$ cat src/rtl/serial_tx_if.sv
// Parallel-word handshake and serial output bundle shared by the transmit shifter and its sender.
interface serial_tx_if #(
  parameter int WIDTH = 8
);
  logic [WIDTH-1:0] din;
  logic             din_valid;
  logic             din_ready;
  logic             dat_out;
  logic             bit_valid;
  logic             frame_done;
  logic             busy;

  modport master (
    output din, din_valid,
    input  din_ready, dat_out, bit_valid, frame_done, busy
  );

  modport slave (
    input  din, din_valid,
    output din_ready, dat_out, bit_valid, frame_done, busy
  );
endinterface

$ cat src/rtl/serial_tx_shifter.sv
// Serializes parallel words MSB-first, one bit per sys_clk, through a one-word holding buffer
// so consecutive words leave back-to-back with no idle bits.
module serial_tx_shifter #(
  parameter int   WIDTH    = 8,
  parameter logic IDLE_BIT = 1'b0
) (
  input logic        sys_clk,
  input logic        rst,
  serial_tx_if.slave bus
);

  localparam int CW = $clog2(WIDTH);
  localparam logic [CW-1:0] CNT_LAST = CW'(WIDTH - 1);
  localparam logic [CW-1:0] CNT_PRE  = CW'(WIDTH - 2);
  localparam logic [CW-1:0] CNT_ONE  = CW'(1'b1);
  localparam logic [CW-1:0] CNT_ZERO = CW'(1'b0);

  localparam logic [0:0] ST_IDLE  = 1'b0;
  localparam logic [0:0] ST_SHIFT = 1'b1;

  logic [0:0]       state_r, state_s;
  logic [WIDTH-1:0] hold_r, hold_s;
  logic             hold_full_r, hold_full_s;
  logic [WIDTH-1:0] shift_r, shift_s;
  logic [CW-1:0]    bit_cnt_r, bit_cnt_s;
  logic             dat_r, dat_s;
  logic             vld_r, vld_s;
  logic             fd_r, fd_s;
  logic             busy_r, busy_s;
  logic             load_s;

  // Next-state decode for the shifter FSM, holding buffer and serial outputs.
  always_comb begin
    state_s     = state_r;
    hold_s      = hold_r;
    hold_full_s = hold_full_r;
    shift_s     = shift_r;
    bit_cnt_s   = bit_cnt_r;
    dat_s       = IDLE_BIT;
    vld_s       = 1'b0;
    fd_s        = 1'b0;
    load_s      = 1'b0;

    case (state_r)
      ST_IDLE: begin
        if (hold_full_r) begin
          load_s = 1'b1;
        end else begin
          state_s = ST_IDLE;
        end
      end
      ST_SHIFT: begin
        if (bit_cnt_r != CNT_LAST) begin
          shift_s   = shift_r << 1'b1;
          dat_s     = shift_r[WIDTH-2];
          vld_s     = 1'b1;
          bit_cnt_s = bit_cnt_r + CNT_ONE;
          fd_s      = (bit_cnt_r == CNT_PRE);
        end else if (hold_full_r) begin
          load_s = 1'b1;
        end else begin
          state_s = ST_IDLE;
        end
      end
      default: begin
        state_s = ST_IDLE;
      end
    endcase

    // A reload needs hold_full=1 and a transfer needs hold_full=0, so the two never share an edge.
    if (load_s) begin
      shift_s     = hold_r;
      hold_full_s = 1'b0;
      dat_s       = hold_r[WIDTH-1];
      vld_s       = 1'b1;
      bit_cnt_s   = CNT_ZERO;
      state_s     = ST_SHIFT;
    end else if (bus.din_valid && !hold_full_r) begin
      hold_s      = bus.din;
      hold_full_s = 1'b1;
    end else begin
      hold_full_s = hold_full_s;
    end

    busy_s = (state_s == ST_SHIFT) | hold_full_s;
  end

  // State and output registers; reset discards both the word in flight and any held word.
  always_ff @(posedge sys_clk or negedge rst) begin
    if (!rst) begin
      state_r     <= ST_IDLE;
      hold_r      <= {WIDTH{1'b0}};
      hold_full_r <= 1'b0;
      shift_r     <= {WIDTH{1'b0}};
      bit_cnt_r   <= CNT_ZERO;
      dat_r       <= IDLE_BIT;
      vld_r       <= 1'b0;
      fd_r        <= 1'b0;
      busy_r      <= 1'b0;
    end else begin
      state_r     <= state_s;
      hold_r      <= hold_s;
      hold_full_r <= hold_full_s;
      shift_r     <= shift_s;
      bit_cnt_r   <= bit_cnt_s;
      dat_r       <= dat_s;
      vld_r       <= vld_s;
      fd_r        <= fd_s;
      busy_r      <= busy_s;
    end
  end

  assign bus.din_ready  = ~hold_full_r;
  assign bus.dat_out    = dat_r;
  assign bus.bit_valid  = vld_r;
  assign bus.frame_done = fd_r;
  assign bus.busy       = busy_r;

endmodule

$ cat src/flat_wrapper.sv
// flat-port wrapper written by rule: the top's interface ports become plain ports
module serial_tx_shifter_flat 
#(
  parameter int   WIDTH    = 8,
  parameter logic IDLE_BIT = 1'b0
)
  (sys_clk, rst, bus_din, bus_din_valid, bus_din_ready, bus_dat_out, bus_bit_valid, bus_frame_done, bus_busy);
  serial_tx_if #(.WIDTH(WIDTH)) bus_i ();
  input logic sys_clk;
  input logic rst;
  input wire logic [$bits(bus_i.din)-1:0] bus_din;
  input wire logic [$bits(bus_i.din_valid)-1:0] bus_din_valid;
  output wire logic [$bits(bus_i.din_ready)-1:0] bus_din_ready;
  output wire logic [$bits(bus_i.dat_out)-1:0] bus_dat_out;
  output wire logic [$bits(bus_i.bit_valid)-1:0] bus_bit_valid;
  output wire logic [$bits(bus_i.frame_done)-1:0] bus_frame_done;
  output wire logic [$bits(bus_i.busy)-1:0] bus_busy;
  assign bus_i.din = bus_din;
  assign bus_i.din_valid = bus_din_valid;
  assign bus_din_ready = bus_i.din_ready;
  assign bus_dat_out = bus_i.dat_out;
  assign bus_bit_valid = bus_i.bit_valid;
  assign bus_frame_done = bus_i.frame_done;
  assign bus_busy = bus_i.busy;
  serial_tx_shifter #(.WIDTH(WIDTH), .IDLE_BIT(IDLE_BIT)) u_core (.sys_clk(sys_clk), .rst(rst), .bus(bus_i));
endmodule
$ cat config.mk
export PLATFORM = sky130hd
export DESIGN_NAME = serial_tx_shifter_flat
export DESIGN_NICKNAME = d
export VERILOG_FILES = /design/src/rtl/serial_tx_if.sv /design/src/rtl/serial_tx_shifter.sv /design/src/flat_wrapper.sv
export SDC_FILE = /design/constraint.sdc
export NUM_CORES = 1
export LEC_CHECK = 0
export ABC_AREA = 1
export BUFFER_PORTS_ARGS = -buffer_cell sky130_fd_sc_hd__buf_2
export CORE_ASPECT_RATIO = 0.7
export CORE_MARGIN = 1.5
export CORE_UTILIZATION = 40
export CTS_CLUSTER_SIZE = 20
export DETAILED_ROUTE_END_ITERATION = 10
export GPL_TIMING_DRIVEN = 0
export PLACE_DENSITY = 0.71
export SYNTH_ARGS = -nofsm -noshare
export SYNTH_HDL_FRONTEND = slang
export SYNTH_SLANG_ARGS = --single-unit
export TNS_END_PERCENT = 20
$ cat constraint.sdc
create_clock -name sys_clk -period 1.4 [get_ports sys_clk]
set_input_delay 0.28 -clock sys_clk [delete_from_list [all_inputs] [get_ports sys_clk]]
set_output_delay 0.28 -clock sys_clk [all_outputs]
set_load 0.01 [all_outputs]
## Word-level counts from Yosys, hierarchy flattened

Index checks and enable logic that the tools add are counted.

| word-level totals | value |
|---|---|
| bits in registers | 24 |
| output and inout bits | 5 |
| logic and storage cells | 44 |

| operators by class | value |
|---|---|
| add/subtract/negate cells | 1 |
| equal/unequal tests | 2 |
| multiplexer cells | 22 |
| bitwise operators | 4 |
| reductions and logical operators | 6 |

Operators with widths:

| cell | count |
|---|---|
| two-way mux 7 bit | 3 |
| two-way mux 1 bit | 14 |
| two-way mux 3 bit | 3 |
| one-hot mux 1 bit (2 select lines) | 2 |
| AND reduction 2 bit | 2 |
| nonzero test 2 bit | 2 |
| adder 3 x 1 -> 3 bit, second input constant | 1 |
| equality test 3 bit, second input constant | 1 |
| != test 3 bit, second input constant | 1 |
| NOT 1 bit | 3 |
| logical AND 1 bit | 1 |
| zero test 1 bit | 1 |
| OR 1 bit | 1 |

## Logic depth before layout (Yosys ltp)

Gate-level depths: netlist of the first run.

| logic depth | value |
|---|---|
| word-level depth | 5 |
| depth in mapped cells | 7 |

## Least setup slack after synthesis of the first run

No wires, ideal clock.

| timing path | value |
|---|---|
| path kind | reg2reg |
| start | register u_core.bit_cnt_r[1] |
| end | register u_core.shift_r[1] |
| setup time | 124 ps |
| arrival | 1,151 ps |
| required time | 1,276 ps |
| setup slack | 125 ps |
| stages on the path, launching flop included | 8 |
| buffers on the path | 1 |
| clock period less this slack | 1,275 ps |
| path through | dfrtp_1 ha_1 ha_1 inv_2 nand2_4 buf_6 nand3_1 nand3_1 |

| between the ends | value |
|---|---|
| cells in the longest elaborated chain, start to end | 5 |
| elaborated cells between the ends (all ways) | 7 |

RTL lines:

| element | line | source |
|---|---|---|
| start: declaration | serial_tx_shifter.sv:25 | `logic [CW-1:0] bit_cnt_r, bit_cnt_s;` |
| start signal: assignment | serial_tx_shifter.sv:105 | `bit_cnt_r <= bit_cnt_s;` |
| != test 3 bit * | serial_tx_shifter.sv:53 | `if (bit_cnt_r != CNT_LAST) begin` |
| two-way mux 1 bit | serial_tx_shifter.sv:53 |  |
| one-hot mux 1 bit (2 select lines) | serial_tx_shifter.sv:44 | `case (state_r)` |
| nonzero test 2 bit (no source line) | n/a |  |
| AND reduction 2 bit (no source line) | n/a |  |
| end signal: assignment | serial_tx_shifter.sv:94 | `shift_r <= {WIDTH{1'b0}};` |
| end signal: assignment | serial_tx_shifter.sv:104 | `shift_r <= shift_s;` |
| end: declaration | serial_tx_shifter.sv:24 | `logic [WIDTH-1:0] shift_r, shift_s;` |

Every way passes the cells marked *; elsewhere a longest branch is shown, timed or not.
A chain may end at the register's enable or synchronous reset.

## Final worst setup path of the first run

| timing path | value |
|---|---|
| start | register u_core.bit_cnt_r[1] |
| end | register u_core.shift_r[5] |

The elaborated chain is that of the path after synthesis.

==> summary.txt, run 1 <==
run status - finished, final reports clean
First-pass DRT Iterations - 4
wire per inst - 11.5 um
Top reg by flops - u_core.hold_r
via count - 740
Avg Vias per Cell - 4.68
element type at the critical path end - register
CTS tree - built
clock sinks - 24
FILL cells - 246
crit path max fanout - 10
fin crit period - 1.34 ns
vias in the first global route - 688
DIE HEIGHT - 45.7 um
most frequent CP cell - nand3_1
CTS root buffer - clkbuf_8
Residual DRC - 0
final slew viol count - 0
clock buffer depth - 2
PwrDens - 2040 mW/mm2
Core Region - 0.00246 mm2
Slowest-stage cell, CP - dfrtp_1
fin crit share - 95.5%
top cell type's share of synthesized area - 57.7%
top area cells in the synthesized netlist - dfrtp_1 (58%), nand3_1 (15%), nand2_1 (11%)
Synth Warn # - 0
DP HPWL - 1350 um
startpoint type of the worst setup path - register
CP top delay family - flip-flops
Worst Tran Pin Value - 0.506 ns
f_max - 0.748 GHz
Final WS setup - 0.0636 ns
GP Congestion - 0.738
routed wire length - 1820 um
Final Hold Viols - 0
Total Power - 2440 uW
Final Non-Filler Cells - 158
Max rail drop VDD - 0.801 mV
critical path's largest stage delay - 0.40 ns
Synth Net Count - 121
dpl cells - 155
syn avg cell area - 9.73 um2
FP Rows - 15
initial antenna violation count - 0
H-tree levels - 1
first-pass GRT wire length - 3050 um
Synth Instances - 107
Die Area - 0.00292 mm2
initial cell density of the core - 42.3%
clock skew - 0.00339 ns
IO buf count - 14
register area share after synthesis - 57.7%
setup violators final - 0
cell-by-cell listing of the critical path - ha_1 -> ha_2 -> inv_2 -> nand2_4 -> buf_6 -> nand3_1 -> nand3_1
Largest regs - u_core.hold_r: 8 flops, u_core.shift_r: 7 flops, u_core.bit_cnt_r: 3 flops
Fin Setup TNS - 0 ns
worst rel slew slack - 66.3%
Worst Path Required - 1.55 ns
Leakage - 0.000612 uW
count of cell types in the netlist - 15
total track usage - 14.0%
max-cap viol count - 0
Synth Register Bits - 24
Multi-input gate area - 364 um2
CTS buffer count - 3
post-route ant nets - 0
CTS clk-pin slew, worst paths - 0.08 ns
dpl ws - 0.0329 ns
worst skew pair latency - 0.26 ns
area grow syn2layout - 14.9%
register area - 601 um2
Arr. time, crit path - 1.48 ns
max reg flops - 8
die span in x - 64.0 um
Hold WC Path Type - in -> reg
RSZ-0062 raised after global routing - false
IO Pins - 16
Cell Area, Synth - 0.00104 mm2
biggest area consumer among synthesized cells - dfrtp_1
Inserted Diodes - 0
Initial DRC Count - 17
layout cells sized above 1 - 22.6%
nets - 140
gr ovfl total - 0
largest net degree at the start of global routing - 25
Buf/Inv on CP - 2
critical path class - reg -> reg
-- path summary, 6_finish.rpt --
check	from	endpoint	slack (ns)	cells past startpoint
hold reg to reg	u_core.hold_r[3]	u_core.hold_r[3]	0.48	2
setup reg to reg	u_core.bit_cnt_r[1]	u_core.shift_r[5]	0.06	7
setup / recovery	u_core.bit_cnt_r[1]	u_core.shift_r[5]	0.06	7
min in group asynchronous	rst	u_core.bus.dat_out	0.52	2
max in group asynchronous	rst	u_core.hold_r[4]	0.54	2
hold / removal	bus_din[5]	u_core.hold_r[5]	0.25	3
-- stage by stage --
stage                     utilization, %  area [um2]  hold slack [ns]
after floorplan                        -        1040          -0.0156
after global placement              46.9        1150            0.289
after detailed placement            46.9        1150            0.285
after CTS                           49.0        1200            0.246
after global routing                48.7        1200            0.255
final                               48.7        1200            0.251
-- worst register-to-register path, delay by kind of cell (launching register included) --
kind | cells | cell delay, ns
buffers and inverters | 2 | 0.21
adders and majority gates | 2 | 0.39
and+or+nand+nor | 3 | 0.22
DFF | 1 | 0.40
-- power breakdown --
group | internal, uW | total (uW) | switching [uW]
combinational | 381 | 940 | 560
clock | 192 | 388 | 197
sequential | 966 | 1110 | 148
total | 1540 | 2440 | 904
-- cells in the final DEF, fill, tap and decap left out --
cell | synthesis | final
dfrtp_1 | 24 | 24
nor2_1 | 1 | 1
inv_1 | 2 | 2
o21ai_1 | 1 | 2
inv_2 | 1 | 1
o21ai_0 | 2 | 1
dlygate4sd3_1 | 0 | 1
inv_4 | 1 | 1
ha_1 | 3 | 2
nand2_1 | 31 | 31
nand3_1 | 32 | 32
nand2_4 | 1 | 1
buf_6 | 5 | 4
nor2_4 | 1 | 1
buf_2 | 1 | 15
clkbuf_8 | 0 | 3
ha_2 | 0 | 1
nand2_2 | 1 | 1
-- per-layer routing --
layer | up-vias | share of wire, % | track usage, %
li1 | 387 | - | -
met5 | - | 0 | 0
met4 | 0 | 0 | 1.30
met1 | 336 | 55 | 19.6
met3 | 0 | 4.9 | 4.46
met2 | 17 | 40 | 22.3
-- Yosys cell counts, drive strengths merged --
| library cell | count |
|---|---|
| nand3 | 32 |
| dfrtp | 24 |
| buf | 6 |
| nor2 | 2 |
| o21ai | 3 |
| ha | 3 |
| inv | 4 |
| nand2 | 33 |
-- area by class of cell --
type                            count  area share [%]
Clock buffer                        3            3.45
Buffer                              5            4.18
Multi-Input combinational cell     73            30.4
Inverter                            4            1.46
Sequential cell                    24            50.2
Tap cell                           34            3.56
Timing Repair Buffer               15            6.69
-- kinds of logic after synthesis --
group                      share of synthesized area [%]
AOI/OAI and AO/OA                                   1.44
adders and majority gates                           3.61
buffers and inverters                               7.57
DFF                                                 57.7
and+or+nand+nor                                     29.7
-- what timing repair did --
item | 4_1_cts | 5_1_grt
resized for setup | 0 | 2
endpoints found under the setup margin | 0 | 10
hold buffers | 1 | 0
endpoints found under the hold margin | 3 | 0
setup buffers | 0 | 0
No activity file was read; power rests on OpenSTA's default activity.
==> run 2, diff against run 1 <==
- CORE_UTILIZATION: 40 -> 30
- PLACE_DENSITY: 0.71 -> 0.59
==> summary.txt, run 2 (synthesis gave the netlist of run 1 again) <==
run status - finished, violations left
failing checks - hold timing
Post-CTS Setup Inserts - 0
Core Region - 0.00323 mm2
DIE HEIGHT - 52.3 um
via count - 750
area grow syn2layout - 18.0%
Worst Path Required - 1.12 ns
vias in the first global route - 686
DP HPWL - 1400 um
First-pass DRT Iterations - 4
Fin Setup TNS - 0 ns
gr ovfl total - 0
clock sinks - 24
max reg flops - 8
element type at the critical path end - output port
fin crit share - 95.4%
post-route ant nets - 0
CTS clk-pin slew, worst paths - 0.08 ns
Top reg by flops - u_core.hold_r
initial antenna violation count - 0
Min Hold Slack - -0.0156 ns
die span in x - 73.4 um
dpl ws - 0.0274 ns
GP Congestion - 0.686
nets - 139
Slowest-stage cell, CP - dfrtp_1
wire per inst - 11.5 um
Inserted Diodes - 0
largest net degree at the start of global routing - 25
RSZ-0062 raised after global routing - false
CTS root buffer - clkbuf_8
IO buf count - 14
Leakage - 0.000615 uW
Avg Vias per Cell - 4.39
commonest non-fill, non-tap cell in the layout - nand3_1
Max rail drop VDD - 0.951 mV
initial cell density of the core - 32.2%
max-cap viol count - 0
f_max - 0.749 GHz
crit path max fanout - 14
Worst Tran Pin Value - 0.535 ns
Final WS setup - 0.0643 ns
clock skew - 0.00238 ns
Die Area - 0.00384 mm2
Final Non-Filler Cells - 171
H-tree levels - 1
Hold WC Path Type - in -> async
Final Hold Viols - 24
IO Pins - 16
commonest non-fill, non-tap cells in the layout - nand3_1 (32), nand2_1 (31), dfrtp_1 (24)
layout cells sized above 1 - 24.2%
cell-by-cell listing of the critical path - buf_6 -> inv_4 -> buf_2
startpoint type of the worst setup path - register
worst rel slew slack - 64.3%
first-pass GRT wire length - 3330 um
Arr. time, crit path - 1.06 ns
CTS tree - built
critical path's largest stage delay - 0.38 ns
total track usage - 11.8%
PwrDens - 2080 mW/mm2
clock buffer depth - 2
fin crit period - 1.34 ns
dpl cells - 168
setup violators final - 0
Residual DRC - 0
critical path class - reg -> out
Initial DRC Count - 40
CTS buffer count - 3
Largest regs - u_core.hold_r: 8 flops, u_core.shift_r: 7 flops, u_core.bit_cnt_r: 3 flops
final slew viol count - 0
worst skew pair latency - 0.27 ns
cts hold-fix bufs - 0
FP Rows - 17
routed wire length - 1970 um
## run 2: per-stage QoR
step	total power (uW)	cell area (um2)	util (%)
6_report	2550	1230	38.0
3_5_place_dp	2100	1170	36.2
2_1_floorplan	1840	1040	-
5_1_grt	2770	1230	38.0
3_3_place_gp	2070	1170	36.2
4_1_cts	2550	1210	37.5
## run 2: final cells by class
| type | count | area [um2] |
|---|---|---|
| Timing Repair Buffer | 14 | 70.1 |
| Multi-Input combinational cell | 73 | 377 |
| Tap cell | 47 | 58.8 |
| Sequential cell | 24 | 601 |
| Inverter | 4 | 17.5 |
| Clock buffer | 4 | 55.1 |
| Fill cell | 349 | 2000 |
| Buffer | 5 | 50.0 |
## run 2: power by group
group	internal, uW	leakage (uW)	switching [uW]
Clock	251	0.0000288	214
Combinational	390	0.000291	571
Sequential	966	0.000295	162
## run 2: what timing repair did
action / 4_1_cts / 5_1_grt
cloned: 0 / 0
endpoints found under the setup margin: 1 / 11
resized for setup: 0 / 3
## run 2: routing by layer
layer,up-vias,wire length (um),GRT usage (%)
met2,17,790,16.1
met3,2,109,4.04
met4,0,17,4.63
met5,-,0,0
li1,387,-,-
met1,344,1050,16.9
## run 2: worst max-delay path: cells and delay by family, from the launching register on
family	cells	cell delay, ns
buffers and inverters	3	0.41
flip-flops	1	0.38
## run 2: worst paths after layout
kind | from | end | slack, ns | cells after the start
setup / recovery | u_core.hold_full_r | bus_din_ready | 0.06 | 3
setup reg to reg | u_core.bit_cnt_r[1] | u_core.shift_r[3] | 0.10 | 7
hold / removal | rst | u_core.bus.bit_valid | -0.02 | 1
min in group sys_clk | bus_din[0] | u_core.hold_r[0] | 0.24 | 3
max in group asynchronous | rst | u_core.shift_r[1] | 1.05 | 1
hold reg to reg | u_core.hold_r[7] | u_core.hold_r[7] | 0.49 | 2
